===== src/rtl/bit_serial_subtractor.sv =====
// Bit-serial A - B: one full-adder cell fed with ~B and carry-in 1, LSB first.
// Operands load in parallel on start; the result appears in parallel with a one-cycle done pulse.
module bit_serial_subtractor #(
    parameter int WIDTH = 8
) (
    input  logic             clk,
    input  logic             rst_n,
    input  logic             start,
    input  logic [WIDTH-1:0] a,
    input  logic [WIDTH-1:0] b,
    output logic             busy,
    output logic             done,
    output logic [WIDTH-1:0] diff,
    output logic             borrow,
    output logic             overflow
);

    localparam int CW = (WIDTH > 2) ? $clog2(WIDTH) : 1;
    localparam logic [CW-1:0] LAST = CW'(WIDTH - 1);

    typedef enum logic [1:0] {
        IDLE = 2'd0,
        RUN  = 2'd1,
        DONE = 2'd2
    } state_t;

    state_t           state;
    state_t           state_next;
    logic [WIDTH-1:0] a_sh;
    logic [WIDTH-1:0] b_sh;
    logic [WIDTH-1:0] res_sh;
    logic             carry;
    logic [CW-1:0]    count;
    logic             bit_sum;
    logic             carry_next;
    logic             last_bit;

    always_comb begin
        bit_sum    = a_sh[0] ^ b_sh[0] ^ carry;
        carry_next = (a_sh[0] & b_sh[0]) | (a_sh[0] & carry) | (b_sh[0] & carry);
        last_bit   = (count == LAST);
    end

    always_comb begin
        state_next = state;
        case (state)
            IDLE:    if (start) state_next = RUN;
            RUN:     if (last_bit) state_next = DONE;
            DONE:    state_next = IDLE;
            default: state_next = IDLE;
        endcase
    end

    // busy/done are flops loaded from the next state, so they line up with state.
    always_ff @(posedge clk or negedge rst_n) begin
        if (!rst_n) begin
            state <= IDLE;
            busy  <= 1'b0;
            done  <= 1'b0;
        end else begin
            state <= state_next;
            busy  <= (state_next == RUN);
            done  <= (state_next == DONE);
        end
    end

    always_ff @(posedge clk or negedge rst_n) begin
        if (!rst_n) begin
            a_sh     <= '0;
            b_sh     <= '0;
            res_sh   <= '0;
            carry    <= 1'b0;
            count    <= '0;
            diff     <= '0;
            borrow   <= 1'b0;
            overflow <= 1'b0;
        end else begin
            case (state)
                IDLE: begin
                    if (start) begin
                        a_sh   <= a;
                        b_sh   <= ~b;
                        res_sh <= '0;
                        carry  <= 1'b1;
                        count  <= '0;
                    end
                end
                RUN: begin
                    a_sh   <= {1'b0, a_sh[WIDTH-1:1]};
                    b_sh   <= {1'b0, b_sh[WIDTH-1:1]};
                    res_sh <= {bit_sum, res_sh[WIDTH-1:1]};
                    carry  <= carry_next;
                    count  <= count + CW'(1);
                    // carry still holds the carry into the MSB on this edge
                    if (last_bit) begin
                        diff     <= {bit_sum, res_sh[WIDTH-1:1]};
                        borrow   <= ~carry_next;
                        overflow <= carry ^ carry_next;
                    end
                end
                default: begin
                end
            endcase
        end
    end

endmodule


===== config.mk =====
export PLATFORM = sky130hd
export DESIGN_NAME = bit_serial_subtractor
export DESIGN_NICKNAME = d
export VERILOG_FILES = /design/src/rtl/bit_serial_subtractor.sv
export SDC_FILE = /design/constraint.sdc
export NUM_CORES = 1
export LEC_CHECK = 0
export ABC_AREA = 1
export BUFFER_PORTS_ARGS = -buffer_cell sky130_fd_sc_hd__buf_2
export CAP_MARGIN = 20
export CORE_UTILIZATION = 60
export CTS_BUF_LIST = sky130_fd_sc_hd__clkbuf_4 sky130_fd_sc_hd__clkbuf_8
export CTS_CLUSTER_SIZE = 25
export DETAILED_ROUTE_END_ITERATION = 8
export PLACE_DENSITY_LB_ADDON = 0.12
export SLEW_MARGIN = 10
export SYNTH_ARGS = -nofsm -noshare
export SYNTH_HDL_FRONTEND = slang
export SYNTH_SLANG_ARGS = --single-unit

===== constraint.sdc =====
create_clock -name clk -period 3.9 [get_ports clk]
set_input_delay 0.195 -clock clk [delete_from_list [all_inputs] [get_ports clk]]
set_output_delay 0.195 -clock clk [all_outputs]
set_load 0.005 [all_outputs]

==> metrics.md, run 1 <==
| Metric | Value |
|---|---|
| Worst hold-check path type | primary input to register |
| Layout Nets | roughly 270 |
| Reg-to-Reg Start | state[0]$_DFF_PN0_ |
| Die Ht | 57.5 um |
| Synth Register Bits | 41 |
| TritonCTS clock tree | yes |
| DRC viols | 1 |
| Total track usage | 0.236 |
| Diodes inserted | 0 |
| Synth Warn # | 0 |
| Critical path's top delay family | compound AO/OA/AOI/OAI gates |
| First-pass GRT wire length | 5810 um |
| Clock transition at the registers of the reported paths | 0.12 ns |
| Crit path cell chain | o21ai_4 > inv_2 > nand2_1 > nand2_1 |
| Crit path from | state[0]$_DFF_PN0_ |
| Vias in the first global route | 1,351 |
| Routed Antenna Nets | 0 |
| Total CTS buffers | 5 |
| First drt pass iteration count | 9 |
| Initial Util | 0.652 |
| Worst EP required | 4.14 ns |
| H-tree levels | 2 |
| Most frequent CP cell | nand2_1 |
| Row count | 19 |
| RSZ-0062 raised after global routing | false |
| Mapped Area | 1850 um^2 |
| Most common cell in the netlist | nand2_1 |
| Fin. max-slew vios | 0 |
| Max Clk Rate | 504 MHz |
| Data arrival, critical path | 2.23 ns |
| WL/cell | 12.2 um |
| Routability cong. | ~0.73 |
| Post-synth EDFFs | 0 |
| Rel. slew slack | 0.413 |
| Hold Slack | 0.0144 ns |
| Area Overhead vs Synth | 10.8% |
| Initial antenna violation count | 0 |
| Core ar. | 2830 um^2 |
| Final Setup Violations | 0 |
| Leak | ~1.2 nW |
| CP endpoint kind | register |
| Final Hold Viols | 0 |
| Area contributors post-synth | dfrtp_1, nand2_1, nand3_1, o21ai_1, inv_1 |
| Hold path start | b[7] |
| Slew at the pin with the worst max-slew slack | slightly below 0.9 ns |
| Power Dens Cells | between 700 and 800 nW/um^2 |
| Crit Path Max Fanout | 28 |
| Cells after DPL | around 270 |
| Detailed Route WL | 3370 um |
| Sequential element share of the synthesized area | 0.556 |
| Maxcap violations | 0 |
| Initial drt markers | 55 |
| Synth unique cells | 18 |
| Total global routing overflow | 0 |
| Crit path largest cell delay | 0.69 ns |
| Non-Filler Instances | ~280 |
| Post-synth top area cell | dfrtp_1 |
| # port buffers | 30 |
| Ys flop type | dfrtp_1 |
| Layout cells sized above 1 | 0.180 |
| Mapped Cells | 216 |
| Critical path's slowest cell | o21ai_4 |
| Yosys top cell area share | 0.556 |
| Setup TNS | 0 ns |
| Clk_skew | approximately 0.0074 ns |
| Largest net degree at the start of global routing | 42 |
| Period minus WS final | 1.98 ns |
| Ratio of final minimum period to clock period | 0.509 |
| Fillers | 220 |
| Post-DP HPWL | 2210 um |
| CTS sink count | 41 |
| Crit start category | register |
| Status | finished, violations left |
| Vias/cell | 5.21 |
| DR vias | roughly 1.4k |
| Root Buffer | clkbuf_4 |
| Worst skew pair latency | 0.36 ns |
| Maximum vdd ir drop | approximately 540 uV |
| Die area | between 3000 and 4000 um^2 |
| Die X | 57.5 um |
| Ports | 31 |
| Worst Path Buf+Inv | 1 |
| Ys async rst share | 1.00 |
| Max Root-Sink Buffers | 2 |
| Failing checks | DRC |
| Mean area per synthesized cell | 8.54 um^2 |
| Synth cell count leaders | nand2_1, dfrtp_1, nand3_1, inv_1, o21ai_1 |
| Mapped Nets | between 200 and 250 |
| Critical path class | register to register |
==> logic make-up after synthesis <==
family	Yosys count	share of synthesized area
AND/OR/NAND/NOR	121	0.265
adder cells (fa/ha/maj)	3	0.0244
XOR/XNOR	1	0.00475
buffers and inverters	29	0.0868
flip-flops	41	0.556
AO/OA/AOI/OAI	21	0.0630
==> flip-flops by register name (all words and copies together), names as in the netlist <==
| signal | cells |
|---|---|
| count | 3 |
| a_sh | 8 |
| state | 2 |
| res_sh | 7 |
| b_sh | 8 |
| busy | 1 |
| done | 1 |
| borrow | 1 |
| diff | 8 |
| carry | 1 |
| overflow | 1 |
==> report_power, final <==
group | switching (W) | leakage [nW] | internal, W
Clock | 0.000143 | 0.0445 | 0.000152
Sequential | 0.000125 | 0.517 | 0.000607
Combinational | 0.000343 | 0.595 | 0.000218
==> per-stage QoR <==
stage	util	instance area, um^2	worst slack, ns	power (W)
after CTS	0.723	2040	1.96	0.00160
after global placement	0.688	1950	2.04	0.00127
after floorplan	-	1850	2.69	0.00118
after detailed placement	0.688	1950	2.01	0.00130
after global routing	0.723	2040	1.82	0.00173
final	0.723	2040	1.92	0.00159
==> layout make-up <==
type	count	area [um^2]	area share
multi-input cells	146	659	0.323
clock buffers	6	51.3	0.0251
flip-flops and latches	41	1030	0.502
well taps	31	38.8	0.0190
repair buffers	31	160	0.0783
clock inverters	2	37.5	0.0184
inverters	19	71.3	0.0349
==> cells in the final DEF (no fill, tap or decap) <==
| master | synthesis | final |
|---|---|---|
| o21ai_0 | 6 | 6 |
| xor2_1 | 1 | 1 |
| nand3_2 | 1 | 1 |
| o21ai_1 | 13 | 13 |
| nand2_4 | 1 | 1 |
| dlygate4sd3_1 | 0 | 1 |
| buf_2 | 2 | 30 |
| ha_1 | 2 | 2 |
| clkbuf_8 | 0 | 1 |
| fa_1 | 1 | 1 |
| clkinvlp_4 | 0 | 1 |
| clkbuf_4 | 0 | 5 |
| nand2_1 | 100 | 100 |
| nor2_1 | 2 | 2 |
| inv_1 | 16 | 16 |
| nand3_1 | 17 | 17 |
| o21ai_4 | 1 | 1 |
| a21oi_1 | 1 | 1 |
| dfrtp_1 | 41 | 41 |
| bufinv_16 | 0 | 1 |
| inv_2 | 3 | 3 |
==> final timing paths <==
kind / end / slack [ns] / depth (start not counted)
max in group asynchronous: a_sh[2]$_DFFE_PN0P_ / 2.87 / 2
min in group asynchronous: diff[7]$_DFFE_PN0P_ / 0.47 / 2
hold / removal: b_sh[7]$_DFFE_PN0P_ / 0.01 / 2
setup reg to reg: a_sh[4]$_DFFE_PN0P_ / 1.92 / 4
setup / recovery: a_sh[4]$_DFFE_PN0P_ / 1.92 / 4
hold reg to reg: overflow$_DFFE_PN0P_ / 0.49 / 2
==> routing by layer <==
layer | GRT usage | vias up | part of all wire
met5 | 0 | - | 0
met4 | 0.101 | 0 | 0.015
met3 | 0.0703 | 7 | 0.046
met2 | 0.350 | 41 | 0.47
met1 | 0.324 | 664 | 0.47
li1 | - | 726 | -
==> worst register-to-register path: cells and delay by family, from the launching register on <==
kind	cells	cell delay [ns]
buffers and inverters	1	0.27
flip-flops	1	0.67
AND/OR/NAND/NOR	2	0.24
AO/OA/AOI/OAI	1	0.70
==> what timing repair did <==
action,4_1_cts,5_1_grt
hold buffers,1,0
endpoints found under the hold margin,41,0
resized for setup,0,0
buffers inserted,0,0
(Power assumes the default switching activity.)
==> run 2: changes to the inputs <==
--- a/config.mk
+++ b/config.mk
@@ -8,7 +8,7 @@
 export ABC_AREA = 1
 export BUFFER_PORTS_ARGS = -buffer_cell sky130_fd_sc_hd__buf_2
 export CAP_MARGIN = 20
-export CORE_UTILIZATION = 60
+export CORE_UTILIZATION = 52
 export CTS_BUF_LIST = sky130_fd_sc_hd__clkbuf_4 sky130_fd_sc_hd__clkbuf_8
 export CTS_CLUSTER_SIZE = 25
 export DETAILED_ROUTE_END_ITERATION = 8
==> constraint.sdc (replaced) <==
create_clock -name clk -period 1.8 [get_ports clk]
set_input_delay 0.09 -clock clk [delete_from_list [all_inputs] [get_ports clk]]
set_output_delay 0.09 -clock clk [all_outputs]
set_load 0.005 [all_outputs]
==> run 2 against run 1 <==
Against the previous run: sequential share of layout area decreased by 0.85 points; clock skew about the same; the run now ends clean; worst setup slack got worse by 1.6 ns; critical path depth increased by 2; design area increased by 1.7%; critical path type unchanged; sequential cell count unchanged; count of clock-buffer cells in the layout unchanged; global-route usage decreased by 3.8 points; register-to-register slack got worse by 1.6 ns; largest power group unchanged.
==> metrics.md, run 2 (synthesized netlist as in run 1, its figures left out) <==
| Metric | Value |
|---|---|
| Status | finished, final reports clean |
| Switching power | 0.00127 W (+110%) |
| Period minus WS final | 1.46 ns (-0.525 ns) |
| Max Clk Rate | 685 MHz (+36%) |
| Initial drt markers | 58 (+5.5%) |
| Area Overhead vs Synth | 12.7% |
| Routed Antenna Nets | 0 (unchanged) |
| Reg-to-Reg Start | count[0]$_DFFE_PN0P_ |
| Critical path class | register to register |
| Layout cells sized above 1 | 0.191 (+0.0116) |
| Reg2reg end | overflow$_DFFE_PN0P_ |
| WL/cell | 10.9 um (-11%) |
| Power Dens Cells | 1570 nW/um^2 (+100%) |
| Rel. slew slack | 0.628 (+0.215) |
| Clock transition at the registers of the reported paths | 0.12 ns (about the same) |
| Vias/cell | 4.81 (-7.7%) |
| Commonest cells after routing, fill and taps aside | nand2_1, dfrtp_1, buf_2 |
| Largest net degree at the start of global routing | 42 (unchanged) |
| H-tree levels | 2 (unchanged) |
| CTS sink count | 41 (unchanged) |
| Total CTS buffers | 5 (unchanged) |
| Cell Int Power | 0.00198 W (+100%) |
| Layout Nets | 272 (+2.3%) |
| Die Ht | 61.6 um (+7.2%) |
| Core ar. | 3360 um^2 (+19%) |
| Most common cell after layout, fill and taps aside | nand2_1 |
| Slew at the pin with the worst max-slew slack | 0.555 ns (-0.325 ns) |
| Vias in the first global route | 1,217 (-9.9%) |
| Detailed Route WL | 3240 um (-3.9%) |
| Hold Slack | 0.0172 ns (+0.00275 ns) |
| Max Root-Sink Buffers | 2 (unchanged) |
| Largest regs | a_sh x8, b_sh x8, diff x8 |
| CP endpoint kind | register |
| RSZ-0062 raised after global routing | false |
| Hold path start | a[6] |
| Logic gate share of total power | 0.393 (+0.040) |
| Clock group share of total power | 0.137 (-0.049) |
| Worst EP required | 2.05 ns (-2.09 ns) |
| Critical path's slowest cell | dfrtp_1 |
| First drt pass iteration count | 4 (-5) |
| FF-to-FF path depth | 6 (+2) |
| Switching share of total power | 0.391 (+0.00601) |
| Worst hold-check path type | primary input to register |
| Sequential share of power | 0.470 (+0.009) |
| Data arrival, critical path | 1.71 ns (-0.52 ns) |
| Initial antenna violation count | 0 (unchanged) |
| Ports | 31 (unchanged) |
| Row count | 21 (+2) |
| Worst skew pair latency | 0.35 ns (about the same) |
| Die area | 3790 um^2 (+15%) |
| TritonCTS clock tree | yes |
| Die X | 61.6 um (+7.2%) |
| Diodes inserted | 0 (unchanged) |
| # port buffers | 30 (unchanged) |
| Fin. max-slew vios | 0 (unchanged) |
| Setup TNS | 0 ns (unchanged) |
| DRC viols | 0 (-1) |
| Ratio of final minimum period to clock period | 0.811 (+0.302) |
| Crit start category | register |
| Post-DP HPWL | 2100 um (-5.0%) |
| Total track usage | 0.197 (-0.0384) |
| Routability cong. | 0.738 (+0.99%) |
| Maximum vdd ir drop | 727 uV (+35%) |
| Post-CTS Resized | 0 (unchanged) |
| Clk_skew | 0.00768 ns (+0.000268 ns) |
| Crit Path Max Fanout | 20 (-29%) |
| Hold Path Sink | a_sh[6]$_DFFE_PN0P_ |
| Initial Util | 0.549 (-0.104) |
| Register-to-register setup slack | 0.34 ns (-1.57 ns) |
| Total global routing overflow | 0 (unchanged) |
| Crit path largest cell delay | 0.41 ns (-0.28 ns) |
| Final Setup Violations | 0 (unchanged) |
| Critical path's top delay family | simple AND/OR/NAND/NOR gates |
| Leak | 1.17 nW (+1.6%) |
| Crit path cell chain | ha_1 > ha_1 > nand3_2 > inv_2 > nand2_1 > nand2_1 |
| Final Hold Viols | 0 (unchanged) |
| DR vias | 1,428 (-0.70%) |
| Root Buffer | clkbuf_4 |
| First-pass GRT wire length | 5300 um (-8.8%) |
| Hold Crit Depth | 5 (+3) |
| Worst Path Buf+Inv | 1 (unchanged) |
| Maxcap violations | 0 (unchanged) |
[run 2: cell count changes in the layout (fill, tap and decap cells not counted), sizes merged]
cell,before,now
clkinvlp,1,0
bufinv,1,0
clkinv,0,2
dlygate4sd3,1,3
buf,30,34
[run 2: worst max path at each step]
stage,end,start,cells past startpoint
6_report,overflow$_DFFE_PN0P_,count[0]$_DFFE_PN0P_,6
5_1_grt,overflow$_DFFE_PN0P_,count[0]$_DFFE_PN0P_,6
4_1_cts,overflow$_DFFE_PN0P_,count[0]$_DFFE_PN0P_,6
3_5_place_dp,overflow$_DFFE_PN0P_,count[0]$_DFFE_PN0P_,6
3_3_place_gp,overflow$_DFFE_PN0P_,count[0]$_DFFE_PN0P_,6
2_1_floorplan,overflow$_DFFE_PN0P_,a_sh[0]$_DFFE_PN0P_,4
[run 2: through the flow]
stage | setup slack (ns) | utilization | power (W) | cells | instance area [um^2]
6_report | 0.341 | 0.618 | 0.00326 | 297 | 2080
3_5_place_dp | 0.333 | 0.593 | 0.00284 | 286 | 1990
2_1_floorplan | 0.586 | - | 0.00255 | 216 | 1850
3_3_place_gp | 0.351 | 0.593 | 0.00281 | 286 | 1990
5_1_grt | 0.205 | 0.618 | 0.00358 | 297 | 2080
4_1_cts | 0.314 | 0.618 | 0.00330 | 297 | 2080
[run 2: final cells by class]
cell class              instances  area (um^2)
clock buffers                   6         45.0
clock inverters                 2         10.0
fillers                       329         1280
inverters                      19         71.3
multi-input cells             146          659
flip-flops and latches         41         1030
well taps                      46         57.6
repair buffers                 37          210
[run 2: repair_timing]
| item | 4_1_cts | 5_1_grt |
|---|---|---|
| endpoints found under the hold margin | 43 | 0 |
| buffers inserted | 0 | 0 |
| hold buffers | 3 | 0 |
[run 2: worst register-to-register path: stages, from the launching register on]
cell	delay, ns
dfrtp_1	0.41
ha_1	0.21
ha_1	0.21
nand3_2	0.31
inv_2	0.10
nand2_1	0.09
nand2_1	0.05
[run 2: power by group through the flow]
stage	Clock, W	Combinational [W]	Sequential [W]
global placement	0	0.00127	0.00154
finish	0.000445	0.00128	0.00153
global route	0.000506	0.00149	0.00158
CTS	0.000468	0.00130	0.00153
floorplan	0	0.00102	0.00153
detailed placement	0	0.00129	0.00155
[run 2: per-layer routing]
metal  vias to the layer above  wire, um  track usage
met5                         -         0            0
met4                         0        64       0.0762
met3                         9       118       0.0714
met2                        23      1510        0.286
met1                       664      1550        0.272
li1                        732         -            -
==> run 3: changes to the inputs <==
--- a/config.mk
+++ b/config.mk
@@ -5,7 +5,7 @@
 export SDC_FILE = /design/constraint.sdc
 export NUM_CORES = 1
 export LEC_CHECK = 0
-export ABC_AREA = 1
+export ABC_AREA = 0
 export BUFFER_PORTS_ARGS = -buffer_cell sky130_fd_sc_hd__buf_2
 export CAP_MARGIN = 20
 export CORE_UTILIZATION = 52
==> constraint.sdc (replaced) <==
create_clock -name clk -period 1.21 [get_ports clk]
set_input_delay 0.0605 -clock clk [delete_from_list [all_inputs] [get_ports clk]]
set_output_delay 0.0605 -clock clk [all_outputs]
set_load 0.005 [all_outputs]
==> run 3 against run 2 <==
Against the previous run: the flow now finishes with violations (setup timing); register-to-register slack worse by 0.49 ns; sequential cell count stayed put; combinational power is 93% higher; core utilization is 9.6 points higher; worst setup slack worse by 0.49 ns; clock power is 100% higher; global-route usage is 1.2 points higher; power is 73% higher; first-iteration DRC count is 150% higher; wire length is 12% higher; worst hold slack better by 0.016 ns; sequential share of layout area is 7.0 points lower.
==> metrics.md, run 3 <==
| Metric | Value |
|---|---|
| Synth cell count leaders | dfrtp_1, inv_1, a22o_1 |
| Ratio of final minimum period to clock period | 1.13 (+0.315) |
| Maxcap violations | 0 (unchanged) |
| # port buffers | 30 (unchanged) |
| Initial drt markers | 144 (+150%) |
| Max Clk Rate | 734 MHz (+7.2%) |
| Routed Antenna Nets | 0 (unchanged) |
| TritonCTS clock tree | yes |
| Post-placement cell area | 2170 um^2 (+8.8%) |
| Core ar. | 3390 um^2 (+0.78%) |
| Initial antenna violation count | 0 (unchanged) |
| Power Dens Cells | 2330 nW/um^2 (+49%) |
| Final Setup Violations | 15 (+15) |
| Commonest cells after routing, fill and taps aside | dfrtp_1, buf_2, inv_1 |
| Period minus WS final | 1.36 ns (-0.0976 ns) |
| Largest regs | a_sh x8, b_sh x8, diff x8 |
| PnR worst setup slack | -0.152 ns (-0.492 ns) |
| Area contributors post-synth | dfrtp_1, mux2_4, a22o_1, inv_1, nor4bb_1 |
| Root Buffer | clkbuf_4 |
| Ports | 31 (unchanged) |
| Crit Path Max Fanout | 6 (-70%) |
| Total CTS buffers | 5 (unchanged) |
| Synth unique cells | 26 (+8) |
| Synth Register Bits | 41 (unchanged) |
| Die Ht | 62.1 um (+0.91%) |
| FF-to-FF path depth | 4 (-2) |
| Post-DP HPWL | 2270 um (+8.1%) |
| Clock transition at the registers of the reported paths | 0.12 ns (about the same) |
| Maximum vdd ir drop | 1250 uV (+72%) |
| First-pass GRT wire length | 6240 um (+18%) |
| Crit start category | register |
| Mean area per synthesized cell | 13.0 um^2 (+52%) |
| Slew at the pin with the worst max-slew slack | 0.312 ns (-0.243 ns) |
| Failing checks | setup timing |
| Total track usage | 0.209 (+0.0119) |
| Synth Warn # | 0 (unchanged) |
| Initial Util | 0.555 (+0.00608) |
| Worst EP required | 1.46 ns (-0.59 ns) |
| Mapped Nets | 167 (-30%) |
| Status | finished, violations left |
| RSZ-0062 raised after global routing | true |
| Post-synth top area cell | dfrtp_1 |
| WL/cell | 14.7 um (+35%) |
| Die X | 62.1 um (+0.91%) |
| Total global routing overflow | 0 (unchanged) |
| CP endpoint kind | register |
| DR vias | 1,316 (-7.8%) |
| Critical path class | register to register |
| Row count | 21 (unchanged) |
| Crit path largest cell delay | 0.41 ns (about the same) |
| Hold Crit Depth | 3 (-2) |
| Data arrival, critical path | 1.61 ns (-0.10 ns) |
| Design area | 2420 um^2 (+16%) |
| Rel. slew slack | 0.789 (+0.161) |
| Worst hold-check path type | primary input to register |
| Diodes inserted | 0 (unchanged) |
| Most common cell after layout, fill and taps aside | dfrtp_1 |
| First drt pass iteration count | 4 (unchanged) |
| CTS sink count | 41 (unchanged) |
| Fin. max-slew vios | 0 (unchanged) |
| Ys flop type | dfrtp_1 |
| Yosys top cell area share | 0.546 (-0.0104) |
| Mapped Area | 1880 um^2 (+1.9%) |
| Worst Setup Slack post-DPL | -0.211 ns (-0.544 ns) |
| Post-synth EDFFs | 0 (unchanged) |
| Vias in the first global route | 1,332 (+9.4%) |
| Clk_skew | 0.00981 ns (+0.00213 ns) |
| Area Overhead vs Synth | 28.8% |
| Ys async rst share | 1.00 (unchanged) |
| Final Hold Viols | 0 (unchanged) |
| Register-to-register setup slack | -0.15 ns (-0.49 ns) |
| Most common cell in the netlist | dfrtp_1 |
| Routability cong. | 0.706 (-4.4%) |
| H-tree levels | 2 (unchanged) |
| DRC viols | 0 (unchanged) |
| Die area | 3860 um^2 (+1.8%) |
| Worst skew pair latency | 0.35 ns (about the same) |
| Max Root-Sink Buffers | 2 (unchanged) |
| Mapped Cells | 145 (-33%) |
| Leak | 1.23 nW (+4.7%) |
| Detailed Route WL | 3630 um (+12%) |
| Critical path's slowest cell | dfrtp_1 |
| Fillers | 245 (-26%) |
| Crit path cell chain | ha_2 > ha_4 > nand3b_4 > mux2_4 |
| Layout Nets | 221 (-19%) |
| Largest net degree at the start of global routing | 42 (unchanged) |
| Sequential element share of the synthesized area | 0.546 (-0.0104) |
| Vias/cell | 5.35 (+11%) |
| Layout cells sized above 1 | 0.400 (+0.209) |
[run 3: cell types whose count changed after synthesis, moves of 5 or more]
cell,delta
o21ai_1,-13
nor2_1,+5
nor3b_1,+8
nor4bb_1,+7
a211oi_1,+8
mux2_4,+8
o21ai_0,-6
a22o_1,+10
nand3_1,-17
a222oi_1,+6
nand2_1,-99
[run 3: cell families (layout without fill, tap and decap cells)]
logic type | count (synthesis) | in the layout | share of synthesized area
fa+ha+maj | 3 | 3 | 0.0240
flops | 41 | 41 | 0.546
compound gates | 29 | 29 | 0.140
simple gates | 29 | 30 | 0.112
mux | 11 | 11 | 0.0818
buf+inv | 31 | 85 | 0.0925
xor+xnor | 1 | 1 | 0.00466
[run 3: worst paths after layout]
check / startpoint / end
setup / recovery: count[1]$_DFFE_PN0P_ / diff[1]$_DFFE_PN0P_
hold / removal: b[7] / b_sh[7]$_DFFE_PN0P_
setup reg to reg: count[1]$_DFFE_PN0P_ / diff[1]$_DFFE_PN0P_
hold reg to reg: diff[6]$_DFFE_PN0P_ / diff[6]$_DFFE_PN0P_
max in group asynchronous: rst_n / diff[2]$_DFFE_PN0P_
min in group asynchronous: rst_n / b_sh[2]$_DFFE_PN0P_
[run 3: worst max-delay path: cells and delay by family, from the launching register on]
| family | cells | cell delay (ns) |
|---|---|---|
| adders and majority gates | 2 | 0.38 |
| muxes | 1 | 0.32 |
| DFF | 1 | 0.41 |
| and+or+nand+nor | 1 | 0.15 |
[run 3: through the flow]
stage               TNS (ns)  hold slack [ns]  power [W]   util  std cells
finish                 -1.36           0.0333    0.00563  0.715        246
global route           -2.34          0.00705    0.00602  0.715        246
CTS                    -1.28          0.00783    0.00558  0.698        243
detailed placement     -1.64           0.0463    0.00456  0.640        225
global placement       -1.37           0.0448    0.00446  0.640        225
floorplan              -1.21           -0.235    0.00384      -        145
[run 3: cell type report]
cell class,instances,area [um^2],area share
tap,46,57.6,0.0238
multi-input combinational,74,762,0.315
timing repair buffer,58,422,0.174
clock inverter,3,46.3,0.0191
clock buffer,5,37.5,0.0155
inverter,19,71.3,0.0294
sequential,41,1030,0.424
[run 3: where the power goes]
group	leakage [nW]	switching (W)	internal, W
clock network	0.0414	0.000458	0.000437
logic	0.683	0.00105	0.00142
registers	0.505	0.000329	0.00194
[run 3: per-layer routing]
metal / vias to the layer above / GRT usage / routed length (um)
met2: 39 / 0.330 / 1680
li1: 631 / - / -
met1: 639 / 0.276 / 1720
met5: - / 0 / 0
met3: 7 / 0.0643 / 165
met4: 0 / 0.0698 / 61
[run 3: timing repair]
item | in CTS | in global routing
pin swaps | 3 | 2
setup buffers | 2 | 2
cloned | 1 | 0
gates resized for setup | 3 | 6
hold buffers | 7 | 1
setup endpoints to repair | 12 | 30
endpoints found under the hold margin | 47 | 1
